`src/rtl/fcs_seq_pkg.sv`:
```
// Shared definitions for the board power sequencers: state encodings and
// default cycle counts for the CPU sequencer, plus the C66x DSP sequencer states.
package fcs_seq_pkg;

    typedef enum logic [2:0] {
        CPU_OFF         = 3'd0,
        CPU_WAIT_DSP    = 3'd1,
        CPU_PWRON       = 3'd2,
        CPU_WAIT_RSTOUT = 3'd3,
        CPU_HUB_RST     = 3'd4,
        CPU_RUN         = 3'd5,
        CPU_FAULT       = 3'd6,
        CPU_ILLEGAL     = 3'd7
    } cpu_state_e;

    typedef enum logic [2:0] {
        DSP_OFF     = 3'd0,
        DSP_PWR_UP  = 3'd1,
        DSP_RST_REL = 3'd2,
        DSP_RUN     = 3'd3,
        DSP_FAULT   = 3'd4
    } dsp_state_e;

    localparam logic [23:0] PWRON_CYCLES_DEF   = 24'h400000;
    localparam logic [23:0] RSTOUT_TIMEOUT_DEF = 24'hFFFFFF;
    localparam logic [23:0] HUB_RST_CYCLES_DEF = 24'h004000;
    localparam logic [23:0] TIMER_MAX          = 24'hFFFFFF;

endpackage

```
`src/rtl/sync2.sv`:
```
// Two-flop synchroniser for asynchronous board-level inputs.
module sync2 (
    input  logic clk_i,
    input  logic rst_i,
    input  logic d_i,
    output logic q_o
);

    logic meta_q;
    logic sync_q;

    always_ff @(posedge clk_i) begin
        if (rst_i) begin
            meta_q <= 1'b0;
            sync_q <= 1'b0;
        end else begin
            meta_q <= d_i;
            sync_q <= meta_q;
        end
    end

    assign q_o = sync_q;

endmodule

```
`src/rtl/cpu_sequencer.sv`:
```
// CPU power-up sequencer: releases the PMIC after the DSP is running, waits for
// CPU reset-out, pulses the USB hub reset and supervises the CPU while running.
//   state       | meaning
//   OFF         | idle, CPU held off
//   WAIT_DSP    | enabled, waiting for the DSP sequencer
//   PWRON       | PMIC released, settling delay
//   WAIT_RSTOUT | waiting for synchronised cpu_resetout
//   HUB_RST     | USB hub / bridge reset pulse
//   RUN         | CPU up
//   FAULT       | reset-out timeout, held until enable drops
module cpu_sequencer
    import fcs_seq_pkg::*;
#(
    parameter logic [23:0] PWRON_CYCLES   = PWRON_CYCLES_DEF,
    parameter logic [23:0] RSTOUT_TIMEOUT = RSTOUT_TIMEOUT_DEF,
    parameter logic [23:0] HUB_RST_CYCLES = HUB_RST_CYCLES_DEF
) (
    input  logic       sysclk,
    input  logic       reset,
    input  logic       enable,
    input  logic       dsp_ready,
    input  logic       cpu_resetout,
    output logic       pmic_pwron_hold,
    output logic       usbhub_reset_INV,
    output logic       cpu_running,
    output logic       fault,
    output logic [2:0] state
);

    cpu_state_e  state_q, state_d;
    logic [23:0] timer_q;
    logic        rso_s;
    logic        pmic_hold_q, pmic_hold_d;
    logic        hub_rst_n_q, hub_rst_n_d;
    logic        running_q, running_d;
    logic        fault_q, fault_d;

    sync2 u_rso_sync (
        .clk_i (sysclk),
        .rst_i (reset),
        .d_i   (cpu_resetout),
        .q_o   (rso_s)
    );

    always_comb begin
        state_d = state_q;
        case (state_q)
            CPU_OFF:         if (enable) state_d = CPU_WAIT_DSP;
            CPU_WAIT_DSP:    if (dsp_ready) state_d = CPU_PWRON;
            CPU_PWRON:       if (timer_q == PWRON_CYCLES - 24'd1) state_d = CPU_WAIT_RSTOUT;
            CPU_WAIT_RSTOUT: begin
                // Reset-out seen on the timeout cycle still counts as success.
                if (rso_s)                                    state_d = CPU_HUB_RST;
                else if (timer_q == RSTOUT_TIMEOUT - 24'd1)   state_d = CPU_FAULT;
            end
            CPU_HUB_RST:     if (timer_q == HUB_RST_CYCLES - 24'd1) state_d = CPU_RUN;
            CPU_RUN:         if (!rso_s) state_d = CPU_WAIT_RSTOUT;
            CPU_FAULT:       state_d = CPU_FAULT;
            default:         state_d = CPU_OFF;
        endcase

        if (!enable) begin
            state_d = CPU_OFF;
        end else if (!dsp_ready && (state_q == CPU_PWRON || state_q == CPU_WAIT_RSTOUT ||
                                    state_q == CPU_HUB_RST || state_q == CPU_RUN)) begin
            state_d = CPU_OFF;
        end
    end

    // Outputs decode the next state so they move on the same edge as state_q.
    always_comb begin
        pmic_hold_d = (state_d == CPU_OFF) || (state_d == CPU_WAIT_DSP) || (state_d == CPU_FAULT);
        hub_rst_n_d = (state_d == CPU_RUN);
        running_d   = (state_d == CPU_RUN);
        fault_d     = (state_d == CPU_FAULT);
    end

    always_ff @(posedge sysclk) begin
        if (reset) begin
            state_q     <= CPU_OFF;
            timer_q     <= 24'd0;
            pmic_hold_q <= 1'b1;
            hub_rst_n_q <= 1'b0;
            running_q   <= 1'b0;
            fault_q     <= 1'b0;
        end else begin
            state_q     <= state_d;
            pmic_hold_q <= pmic_hold_d;
            hub_rst_n_q <= hub_rst_n_d;
            running_q   <= running_d;
            fault_q     <= fault_d;
            if (state_d != state_q) begin
                timer_q <= 24'd0;
            end else if (timer_q != TIMER_MAX) begin
                timer_q <= timer_q + 24'd1;
            end
        end
    end

    assign pmic_pwron_hold  = pmic_hold_q;
    assign usbhub_reset_INV = hub_rst_n_q;
    assign cpu_running      = running_q;
    assign fault            = fault_q;
    assign state            = state_q;

endmodule

```
`config.mk`:
```
export PLATFORM = sky130hd
export DESIGN_NAME = cpu_sequencer
export DESIGN_NICKNAME = d
export VERILOG_FILES = /design/src/rtl/fcs_seq_pkg.sv /design/src/rtl/sync2.sv /design/src/rtl/cpu_sequencer.sv
export SDC_FILE = /design/constraint.sdc
export NUM_CORES = 1
export LEC_CHECK = 0
export CORE_AREA = 2 2 77 79
export DETAILED_ROUTE_END_ITERATION = 10
export DIE_AREA = 0 0 79 81
export PLACE_DENSITY_LB_ADDON = 0.12
export SLEW_MARGIN = 10
export SYNTH_ARGS = -nofsm -noshare
export SYNTH_HDL_FRONTEND = slang
export SYNTH_SLANG_ARGS = --single-unit
```
`constraint.sdc`:
```
create_clock -name sysclk -period 5 [get_ports sysclk]
set_input_delay 0.75 -clock sysclk [delete_from_list [all_inputs] [get_ports sysclk]]
set_output_delay 0.75 -clock sysclk [all_outputs]
set_load 0.02 [all_outputs]
```
==> results.rst, run 1 <==
.. list-table::
   :header-rows: 1

   * - Metric
     - Value
   * - Total die area
     - 6400 µm²
   * - Weighted congestion reported at the end of routability-driven placement
     - 0.738
   * - H-tree depth reported by CTS
     - 2
   * - PostCTS Resize Cnt
     - 0
   * - HPWL after DPL
     - 3020 µm
   * - Crit end category
     - flip-flop
   * - Root buffer selected by CTS
     - sky130_fd_sc_hd__clkbuf_8
   * - Most frequent standard cell in the layout excluding fill and tap cells
     - sky130_fd_sc_hd__dfxtp_1
   * - Endpoints failing setup
     - 0
   * - Leakage power figure
     - 0.636 nW
   * - Remaining antenna violation count
     - 0
   * - Wire length per cell after detailed routing
     - 14.1 µm
   * - CP Launch Point
     - dsp_ready
   * - Count of fill cells added during filler insertion
     - 623
   * - Count of final max-slew check failures
     - 0
   * - Multi-input combinational cell area
     - 1170 µm²
   * - Latest clock arrival within the worst-skew pair
     - 290 ps
   * - Design area
     - 2150 µm²
   * - Startpoint of the worst register-to-register path
     - timer_q[16]
   * - Synth top area cells
     - sky130_fd_sc_hd__dfxtp_1 33%, sky130_fd_sc_hd__xnor2_1 6.7%, sky130_fd_sc_hd__nor3_1 4.6%, sky130_fd_sc_hd__nand4_1 3.5%, sky130_fd_sc_hd__nor2_1 3.5%
   * - Total global-route track usage
     - 0.155
   * - Area used by sequential logic in the layout
     - 641 µm²
   * - Vertical extent of the die
     - 81 µm
   * - Class of the most critical setup path
     - in2reg
   * - Syn. warnings
     - 0
   * - Cell count after synthesis
     - 232
   * - Worst Setup Start Kind
     - input port
   * - Number of nets in the final layout
     - 240
   * - Total Power Consumption
     - 0.502 mW
   * - Fraction of the yosys area taken by sequential cells
     - 0.328
   * - Initial Utilization
     - 0.344
   * - Mapped Nets
     - 239
   * - Number of flip-flops and latches in the synthesized netlist
     - 32
   * - DIE WIDTH
     - 79 µm
   * - Count of buffers added by post-CTS timing repair for setup
     - 0
   * - CTS tree
     - yes
   * - Antenna Cells
     - 0
   * - Pre-Repair DR Iteration Count
     - 4
   * - Type of the worst min-delay path
     - reg2reg
   * - Max VDD drop
     - 117 µV
   * - Area leader, netlist
     - sky130_fd_sc_hd__dfxtp_1
   * - Tightest Pin Transition
     - 1110 ps
   * - Unrepaired setup endpoints after global routing
     - false
   * - Critical path arrival
     - 3060 ps
   * - Via count of the first global-routing pass
     - 1587
   * - Max Clock Skew
     - 7.66 ps
   * - Relative slew margins
     - 0.259
   * - Register clock-pin slew on the reported worst setup and hold paths
     - 70 ps
   * - Power density normalized to cell area
     - 234 nW/µm²
   * - Wire length of the first global-routing pass
     - 7820 µm
   * - Buffer levels on the longest clock path
     - 2
   * - Final worst path period share
     - 0.576
   * - Total number of placement rows
     - 28
   * - Number of clock sinks
     - 32
   * - I/O pins
     - 12
   * - Number of distinct library cell variants in the gate-level netlist after synthesis
     - 50
   * - Via-to-Cell Ratio
     - 5.37
   * - Worst slack at placement
     - 1820 ps
   * - Largest net degree at the start of global routing
     - 25
   * - Total negative setup slack
     - 0 ps
   * - Number of buffers created by CTS
     - 5
   * - Via count of the routed design
     - 1658
   * - Status
     - finished clean
   * - Most frequent cells in the layout
     - 32 x sky130_fd_sc_hd__dfxtp_1, 18 x sky130_fd_sc_hd__nor2_1, 18 x sky130_fd_sc_hd__nor3_1
   * - Fin crit period
     - 2880 ps
   * - Biggest fanout along the worst timing path
     - 24
   * - Yosys top cell area share
     - 0.328
   * - Antenna violations before repair
     - 0
   * - Violation count after the first detailed-routing iteration
     - 107
   * - Area growth from synthesis to layout
     - 9.86%
   * - Placeable core region
     - 5680 µm²
   * - Peak clock frequency supported by timing
     - 347 MHz
   * - Max-cap check violation count
     - 0
   * - DRC violations left
     - 0
   * - Worst endpoint required time
     - 5180 ps
   * - Final Hold Vio Count
     - 0
   * - Detailed-route wire length
     - 4360 µm
   * - Post-route setup slack
     - 2120 ps
   * - Syn_area_per_cell
     - 8.42 µm²
   * - Launch point of the worst hold path
     - u_rso_sync.meta_q
   * - Total of buffers placed on input and output ports
     - 11
   * - Hold buffer count at CTS
     - 0
   * - Total global routing overflow
     - 0
   * - Cell area after synthesis
     - 1950 µm²
   * - Share of cells above drive strength 1
     - 0.0897
   * - Cell area reported after detailed placement
     - 2050 µm²
-- metal layers --
layer	vias up	routed length, µm	global-route usage
met5	-	0	0
met1	778	2270	0.211
li1	857	-	-
met4	0	83	0.0569
met3	7	128	0.0389
met2	16	1870	0.236
-- synthesized netlist by cell type (all sizes together) --
cell,number
a211o,1
a22o,1
dfxtp,32
nor2,18
nand2b,3
nor3,21
and3,2
nand3b,2
inv,10
nor2b,5
clkbuf,2
a211oi,11
a221o,1
a2111o,1
o211a,1
a21o,2
o21ai,6
buf,15
nand3,9
or2,1
nand4,12
o31ai,2
a21oi,11
xnor2,15
o32ai,1
or3,5
and4,2
a2111oi,2
o21bai,2
nor4,8
a311oi,1
ha,2
nor4b,3
nand4b,1
or4,3
nand2,13
and2,2
o2111ai,2
and3b,1
-- registers in the layout, indices dropped and copies added (netlist names) --
name	cells
u_rso_sync.q_o	1
u_rso_sync.meta_q	1
timer_q	24
pmic_pwron_hold	1
cpu_running	1
state	3
fault	1
-- critical path: stages --
cell	delay, ps
sky130_fd_sc_hd__clkdlybuf4s50_1	670
sky130_fd_sc_hd__nand2_1	210
sky130_fd_sc_hd__a21oi_1	190
sky130_fd_sc_hd__a21oi_1	60
sky130_fd_sc_hd__a2111o_1	750
sky130_fd_sc_hd__a2111oi_1	420
-- stage by stage --
stage	hold WS [ps]	utilization	std cells
2_1_floorplan	414	-	232
3_3_place_gp	439	0.362	301
3_5_place_dp	452	0.362	301
4_1_cts	461	0.378	309
5_1_grt	475	0.378	309
6_report	458	0.378	309
-- cells by family after synthesis --
family,share of synthesized area
buffers and inverters,0.0723
AOI/OAI and AO/OA,0.179
xor gates and xnor gates,0.0672
and+or+nand+nor,0.341
adders and majority gates,0.0128
DFF,0.328
-- power by group --
group,total (mW),internal (mW),switching [mW]
clock network,0.209,0.110,0.0993
logic,0.0302,0.0127,0.0176
registers,0.263,0.258,0.00505
total,0.502,0.380,0.122
-- path summary, 6_finish.rpt --
kind | to | slack (ps) | cells past startpoint
min | u_rso_sync.q_o | 460 | 1
max reg2reg | timer_q[3] | 2400 | 5
max | timer_q[14] | 2120 | 6
min reg2reg | u_rso_sync.q_o | 460 | 1
-- area by class of cell --
type                    count  area share
repair buffers             11      0.0513
clock inverters             2     0.00466
flip-flops and latches     32       0.298
multi-input cells         173       0.546
clock buffers               6      0.0385
well taps                  75      0.0437
inverters                  10      0.0175
Power figures use the tool's default switching activity.
==> run 2, diff against run 1 <==
Clock period 5 ns to 2.45 ns, I/O delays scaled along.
==> results.rst, run 2 (same netlist as run 1, synthesis figures left out) <==
.. list-table::
   :header-rows: 1

   * - Metric
     - Value
   * - Placeable core region
     - 5680 µm² (unchanged)
   * - Worst endpoint required time
     - 2640 ps (-2540 ps)
   * - Non-filler cells, final
     - 335 (+8.4%)
   * - Destination of the critical timing path
     - timer_q[1]
   * - Crit path cell chain
     - nand3b_1 -> buf_4 -> nor2_1 -> a2111o_1 -> buf_4 -> nor4b_1
   * - CP Launch Point
     - state[2]
   * - Worst Setup Start Kind
     - flip-flop
   * - Slowest Stage Delay on Critical Path
     - 610 ps (-140 ps)
   * - Antenna Cells
     - 0 (unchanged)
   * - CP bufs+invs
     - 2 (+1)
   * - Number of flip-flops under the largest register name
     - 24 (unchanged)
   * - Relative slew margins
     - 0.510 (+0.251)
   * - H-tree depth reported by CTS
     - 2 (unchanged)
   * - Pre-Repair DR Iteration Count
     - 4 (unchanged)
   * - Crit end category
     - flip-flop
   * - CTS tree
     - yes
   * - Leakage power figure
     - 0.767 nW (+21%)
   * - Hold Worst Slack
     - 470 ps (+11.8 ps)
   * - Tightest Pin Transition
     - 734 ps (-377 ps)
   * - Weighted congestion reported at the end of routability-driven placement
     - 0.785 (+6.4%)
   * - Number of clock sinks
     - 32 (unchanged)
   * - Via count of the routed design
     - 1780 (+7.4%)
   * - Setup slack of the most critical reg-to-reg path
     - 270 ps (-2130 ps)
   * - Fin crit period
     - 2180 ps
   * - Share of cells above drive strength 1
     - 0.185 (+0.0949)
   * - Detailed-routing wirelength on met1
     - 2510 µm (+10%)
   * - Critical path arrival
     - 2370 ps (-690 ps)
   * - Total number of placement rows
     - 28 (unchanged)
   * - DRC violations left
     - 0 (unchanged)
   * - Endpoints failing setup
     - 0 (unchanged)
   * - Final Hold Vio Count
     - 0 (unchanged)
   * - Max VDD drop
     - 196 µV (+69%)
   * - Cell total after placement
     - 326 (+8.3%)
   * - Highest layer used for signal routing
     - met4
   * - Number of nets in the final layout
     - 266 (+11%)
   * - Total of buffers placed on input and output ports
     - 11 (unchanged)
   * - Wire length of the first global-routing pass
     - 8220 µm (+5.2%)
   * - Detailed-route wire length
     - 4880 µm (+12%)
   * - Register clock-pin slew on the reported worst setup and hold paths
     - 70 ps (about the same)
   * - Routed met3 length
     - 112 µm (-13%)
   * - I/O pins
     - 12 (unchanged)
   * - Antenna violations before repair
     - 0 (unchanged)
   * - Hold buffer count at CTS
     - 0 (unchanged)
   * - DIE WIDTH
     - 79 µm (unchanged)
   * - Total global-route track usage
     - 0.162 (+0.00737)
   * - Final Util
     - 0.416 (+0.0379)
   * - Initial Utilization
     - 0.344 (unchanged)
   * - HPWL after DPL
     - 3490 µm (+16%)
   * - Design area
     - 2360 µm² (+10%)
   * - Total global routing overflow
     - 0 (unchanged)
   * - Most frequent cells in the layout
     - 32 x sky130_fd_sc_hd__dfxtp_1, 25 x sky130_fd_sc_hd__buf_4, 18 x sky130_fd_sc_hd__nor2_1, 18 x sky130_fd_sc_hd__nor3_1, 15 x sky130_fd_sc_hd__xnor2_1
   * - Top delay family on crit path
     - simple AND/OR/NAND/NOR gates
   * - Status
     - finished clean
   * - Cell area reported after detailed placement
     - 2240 µm² (+9.1%)
   * - Startpoint of the worst register-to-register path
     - state[2]
   * - Class of the most critical setup path
     - reg2reg
   * - Power density normalized to cell area
     - 438 nW/µm² (+87%)
   * - Type of the worst min-delay path
     - reg2reg
   * - Violation count after the first detailed-routing iteration
     - 73 (-32%)
   * - Max-cap check violation count
     - 0 (unchanged)
   * - Detailed-routed wire length on met2
     - 2190 µm (+17%)
   * - Most frequent standard cell in the layout excluding fill and tap cells
     - sky130_fd_sc_hd__dfxtp_1
   * - Max Clock Skew
     - 2.57 ps (-5.10 ps)
   * - Count of fill cells added during filler insertion
     - 622 (-0.16%)
   * - Most numerous cell on the critical path
     - sky130_fd_sc_hd__buf_4
   * - Vertical extent of the die
     - 81 µm (unchanged)
   * - Endpoint of the most critical register-to-register path
     - timer_q[1]
   * - Area growth from synthesis to layout
     - 20.9%
   * - Number of stages on the worst setup path
     - 6 (unchanged)
   * - Total negative setup slack
     - 0 ps (unchanged)
   * - Total die area
     - 6400 µm² (unchanged)
   * - Largest net degree at the start of global routing
     - 25 (unchanged)
   * - Number of buffers created by CTS
     - 5 (unchanged)
   * - Count of final max-slew check failures
     - 0 (unchanged)
   * - Final worst path period share
     - 0.888
   * - Worst Reg2Reg Path Length in Cells
     - 6 (+1)
   * - Top reg by flops
     - timer_q
   * - Root buffer selected by CTS
     - sky130_fd_sc_hd__clkbuf_8
   * - Worst path slowest cell
     - sky130_fd_sc_hd__dfxtp_1
   * - Via count of the first global-routing pass
     - 1719 (+8.3%)
   * - Remaining antenna violation count
     - 0 (unchanged)
   * - Peak clock frequency supported by timing
     - 460 MHz
   * - Biggest fanout along the worst timing path
     - 15 (-38%)
   * - Buffer levels on the longest clock path
     - 2 (unchanged)
   * - Wire length per cell after detailed routing
     - 14.6 µm (+3.4%)
   * - Latest clock arrival within the worst-skew pair
     - 290 ps (about the same)
   * - Via-to-Cell Ratio
     - 5.31 (-0.97%)
   * - Unrepaired setup endpoints after global routing
     - false
[run 2: layer usage]
metal	GRT usage	vias to the layer above
li1	-	918
met1	0.224	828
met2	0.253	26
met3	0.0344	8
met4	0.0483	0
met5	0	-
[run 2: how the worst min path moves through the flow]
stage,slack [ps],from,to,cells past startpoint
floorplan,410,u_rso_sync.meta_q,u_rso_sync.q_o,1
global placement,420,u_rso_sync.meta_q,u_rso_sync.q_o,1
detailed placement,460,u_rso_sync.meta_q,u_rso_sync.q_o,1
CTS,470,u_rso_sync.meta_q,u_rso_sync.q_o,1
global route,480,u_rso_sync.meta_q,u_rso_sync.q_o,1
finish,470,u_rso_sync.meta_q,u_rso_sync.q_o,1
[run 2: where the power goes]
group          total (mW)  switching, mW  internal (mW)
clock network       0.426          0.202          0.224
logic              0.0739         0.0404         0.0335
registers           0.535        0.00851          0.526
total                1.03          0.251          0.784
[run 2: timing repair]
action,in CTS,in global routing
resized for setup,0,2
buffers inserted,0,0
setup endpoints to repair,0,24
[run 2: layout make-up]
cell class | count | area, µm² | area share
Tap cell | 75 | 93.8 | 0.0397
Clock inverter | 2 | 10.0 | 0.00424
Multi-Input combinational cell | 174 | 1200 | 0.508
Clock buffer | 6 | 82.6 | 0.0350
Sequential cell | 32 | 641 | 0.271
Timing Repair Buffer | 36 | 298 | 0.126
Inverter | 10 | 37.5 | 0.0159
[run 2: metrics by stage]
stage                     setup WS, ps  power (mW)
after global routing              31.8        1.08
final                              275        1.03
after global placement           0.632       0.620
after CTS                         62.1        1.05
after floorplan                    571       0.588
after detailed placement         -62.8       0.621
==> run 3, diff against run 2 <==
Settings changed: CELL_PAD_IN_SITES_DETAIL_PLACEMENT set to 0, CELL_PAD_IN_SITES_GLOBAL_PLACEMENT set to 1.
==> results.rst, run 3 (same netlist as run 1, synthesis figures left out) <==
.. list-table::
   :header-rows: 1

   * - Metric
     - Value
   * - Status
     - finished clean
   * - Unrepaired setup endpoints after global routing
     - false
   * - Total number of placement rows
     - 28 (unchanged)
   * - Total global routing overflow
     - 0 (unchanged)
   * - Count of final max-slew check failures
     - 0 (unchanged)
   * - Wire length of the first global-routing pass
     - 7940 µm (-3.4%)
   * - Most frequent standard cell in the layout excluding fill and tap cells
     - sky130_fd_sc_hd__dfxtp_1
   * - Largest net degree at the start of global routing
     - 25 (unchanged)
   * - Total die area
     - 6400 µm² (unchanged)
   * - Via-to-Cell Ratio
     - 5.21 (-2.0%)
   * - Area growth from synthesis to layout
     - 17.5%
   * - Crit end category
     - flip-flop
   * - Peak clock frequency supported by timing
     - 457 MHz (-0.58%)
   * - Hold buffer count at CTS
     - 0 (unchanged)
   * - CP bufs+invs
     - 1 (-1)
   * - Worst Setup Start Kind
     - flip-flop
   * - Type of the worst min-delay path
     - reg2reg
   * - Vertical extent of the die
     - 81 µm (unchanged)
   * - Violation count after the first detailed-routing iteration
     - 76 (+4.1%)
   * - Net switching fraction of the power
     - 0.234 (-0.00850)
   * - Part of the power in registers
     - 0.476 (-0.041)
   * - Relative slew margins
     - 0.534 (+0.0240)
   * - Antenna Cells
     - 0 (unchanged)
   * - Latest clock arrival within the worst-skew pair
     - 290 ps (about the same)
   * - Total global-route track usage
     - 0.157 (-0.00458)
   * - Wire length per cell after detailed routing
     - 14.6 µm (about the same)
   * - Share of cells above drive strength 1
     - 0.141 (-0.0435)
   * - Critical path arrival
     - 2360 ps (about the same)
   * - Register clock-pin slew on the reported worst setup and hold paths
     - 70 ps (about the same)
   * - Count of buffers added by post-CTS timing repair for setup
     - 0 (unchanged)
   * - I/O pins
     - 12 (unchanged)
   * - Number of nets in the final layout
     - 254 (-4.5%)
   * - Crit path cell chain
     - nand4_2 -> nor4_1 -> nand4_1 -> o31ai_4 -> buf_12 -> nor3_1
   * - Initial Utilization
     - 0.344 (unchanged)
   * - Fin crit period
     - 2190 ps (+12.7 ps)
   * - Number of clock sinks
     - 32 (unchanged)
   * - Placeable core region
     - 5680 µm² (unchanged)
   * - Worst endpoint required time
     - 2620 ps (-20 ps)
   * - Cell area reported after detailed placement
     - 2180 µm² (-2.6%)
   * - CTS tree
     - yes
   * - Number of flip-flops under the largest register name
     - 24 (unchanged)
   * - H-tree depth reported by CTS
     - 2 (unchanged)
   * - Cell internal pwr
     - 0.861 mW (+9.9%)
   * - Buffer levels on the longest clock path
     - 2 (unchanged)
   * - Proportion of power drawn by combinational gates
     - 0.065 (-0.006)
   * - Remaining antenna violation count
     - 0 (unchanged)
   * - Share of total power in the clock network
     - 0.459 (+0.047)
   * - DIE WIDTH
     - 79 µm (unchanged)
   * - Antenna violations before repair
     - 0 (unchanged)
   * - Number of buffers created by CTS
     - 5 (unchanged)
   * - Top reg by flops
     - timer_q
   * - Top delay family on crit path
     - simple AND/OR/NAND/NOR gates
   * - Design area
     - 2300 µm² (-2.8%)
   * - Most frequent cells in the layout
     - 32 x sky130_fd_sc_hd__dfxtp_1, 18 x sky130_fd_sc_hd__nor2_1, 18 x sky130_fd_sc_hd__nor3_1
   * - Endpoints failing setup
     - 0 (unchanged)
   * - Slowest Stage Delay on Critical Path
     - 630 ps (+20 ps)
   * - DRC violations left
     - 0 (unchanged)
   * - Detailed-route wire length
     - 4710 µm (-3.6%)
   * - Max VDD drop
     - 266 µV (+35%)
   * - Total negative setup slack
     - 0 ps (unchanged)
   * - Biggest fanout along the worst timing path
     - 13 (-2)
   * - Weighted congestion reported at the end of routability-driven placement
     - 0.754 (-3.9%)
   * - Root buffer selected by CTS
     - sky130_fd_sc_hd__clkbuf_8
   * - HPWL after DPL
     - 3380 µm (-3.0%)
   * - Via count of the routed design
     - 1682 (-5.5%)
   * - Via count of the first global-routing pass
     - 1633 (-5.0%)
   * - Tightest Pin Transition
     - 698 ps (-36.0 ps)
   * - Leakage power figure
     - 0.720 nW (-6.1%)
   * - PostCTS Resize Cnt
     - 0 (unchanged)
   * - Max-cap check violation count
     - 0 (unchanged)
   * - Class of the most critical setup path
     - reg2reg
   * - Final worst path period share
     - 0.893 (+0.00517)
   * - Max Clock Skew
     - 11.3 ps (+8.75 ps)
   * - Pre-Repair DR Iteration Count
     - 4 (unchanged)
   * - Power density normalized to cell area
     - 490 nW/µm² (+12%)
   * - Total net switching power
     - 0.263 mW (+4.9%)
   * - Final Hold Vio Count
     - 0 (unchanged)
   * - Total of buffers placed on input and output ports
     - 11 (unchanged)
   * - Worst path slowest cell
     - sky130_fd_sc_hd__o31ai_4
==> run 3: changes by cell type in the layout (fill, tap and decap cells not counted), sizes merged <==
cell | before | now
clkbuf | 6 | 5
clkinvlp | 0 | 1
o31ai | 3 | 2
clkinv | 2 | 1
buf | 25 | 14
bufinv | 0 | 1
==> run 3: through the flow <==
| step | hold WS [ps] | setup slack (ps) | std cells | utilization | power (mW) |
|---|---|---|---|---|---|
| 2_1_floorplan | 414 | 571 | 232 | - | 0.588 |
| 3_5_place_dp | 445 | 131 | 315 | 0.385 | 0.621 |
| 4_1_cts | 457 | 234 | 323 | 0.405 | 1.14 |
| 3_3_place_gp | 418 | 164 | 315 | 0.385 | 0.622 |
| 5_1_grt | 460 | 102 | 323 | 0.405 | 1.17 |
| 6_report | 449 | 262 | 323 | 0.405 | 1.12 |
==> run 3: metal layers <==
metal,wire length [µm],global-route usage
met1,2380,0.206
met2,2160,0.258
met3,96,0.0311
met4,72,0.0569
met5,0,0
==> run 3: worst paths after layout <==
path | from | to | slack (ps) | cells past startpoint
max | timer_q[17] | timer_q[13] | 260 | 6
min | u_rso_sync.meta_q | u_rso_sync.q_o | 450 | 1
max reg2reg | timer_q[17] | timer_q[13] | 260 | 6
min reg2reg | u_rso_sync.meta_q | u_rso_sync.q_o | 450 | 1
==> run 3: power by group through the flow <==
| stage | clock network (mW) | registers, mW | logic (mW) |
|---|---|---|---|
| 3_5_place_dp | 0 | 0.547 | 0.0736 |
| 2_1_floorplan | 0 | 0.546 | 0.0429 |
| 4_1_cts | 0.534 | 0.535 | 0.0740 |
| 5_1_grt | 0.552 | 0.536 | 0.0807 |
| 6_report | 0.517 | 0.535 | 0.0727 |
| 3_3_place_gp | 0 | 0.548 | 0.0742 |
==> run 3: layout make-up <==
| cell class | instances | area (µm²) |
|---|---|---|
| Clock buffer | 5 | 68.8 |
| Clock inverter | 3 | 42.5 |
| Fill cell | 604 | 3380 |
| Inverter | 10 | 37.5 |
| Multi-Input combinational cell | 173 | 1170 |
| Sequential cell | 32 | 641 |
| Tap cell | 75 | 93.8 |
| Timing Repair Buffer | 25 | 240 |
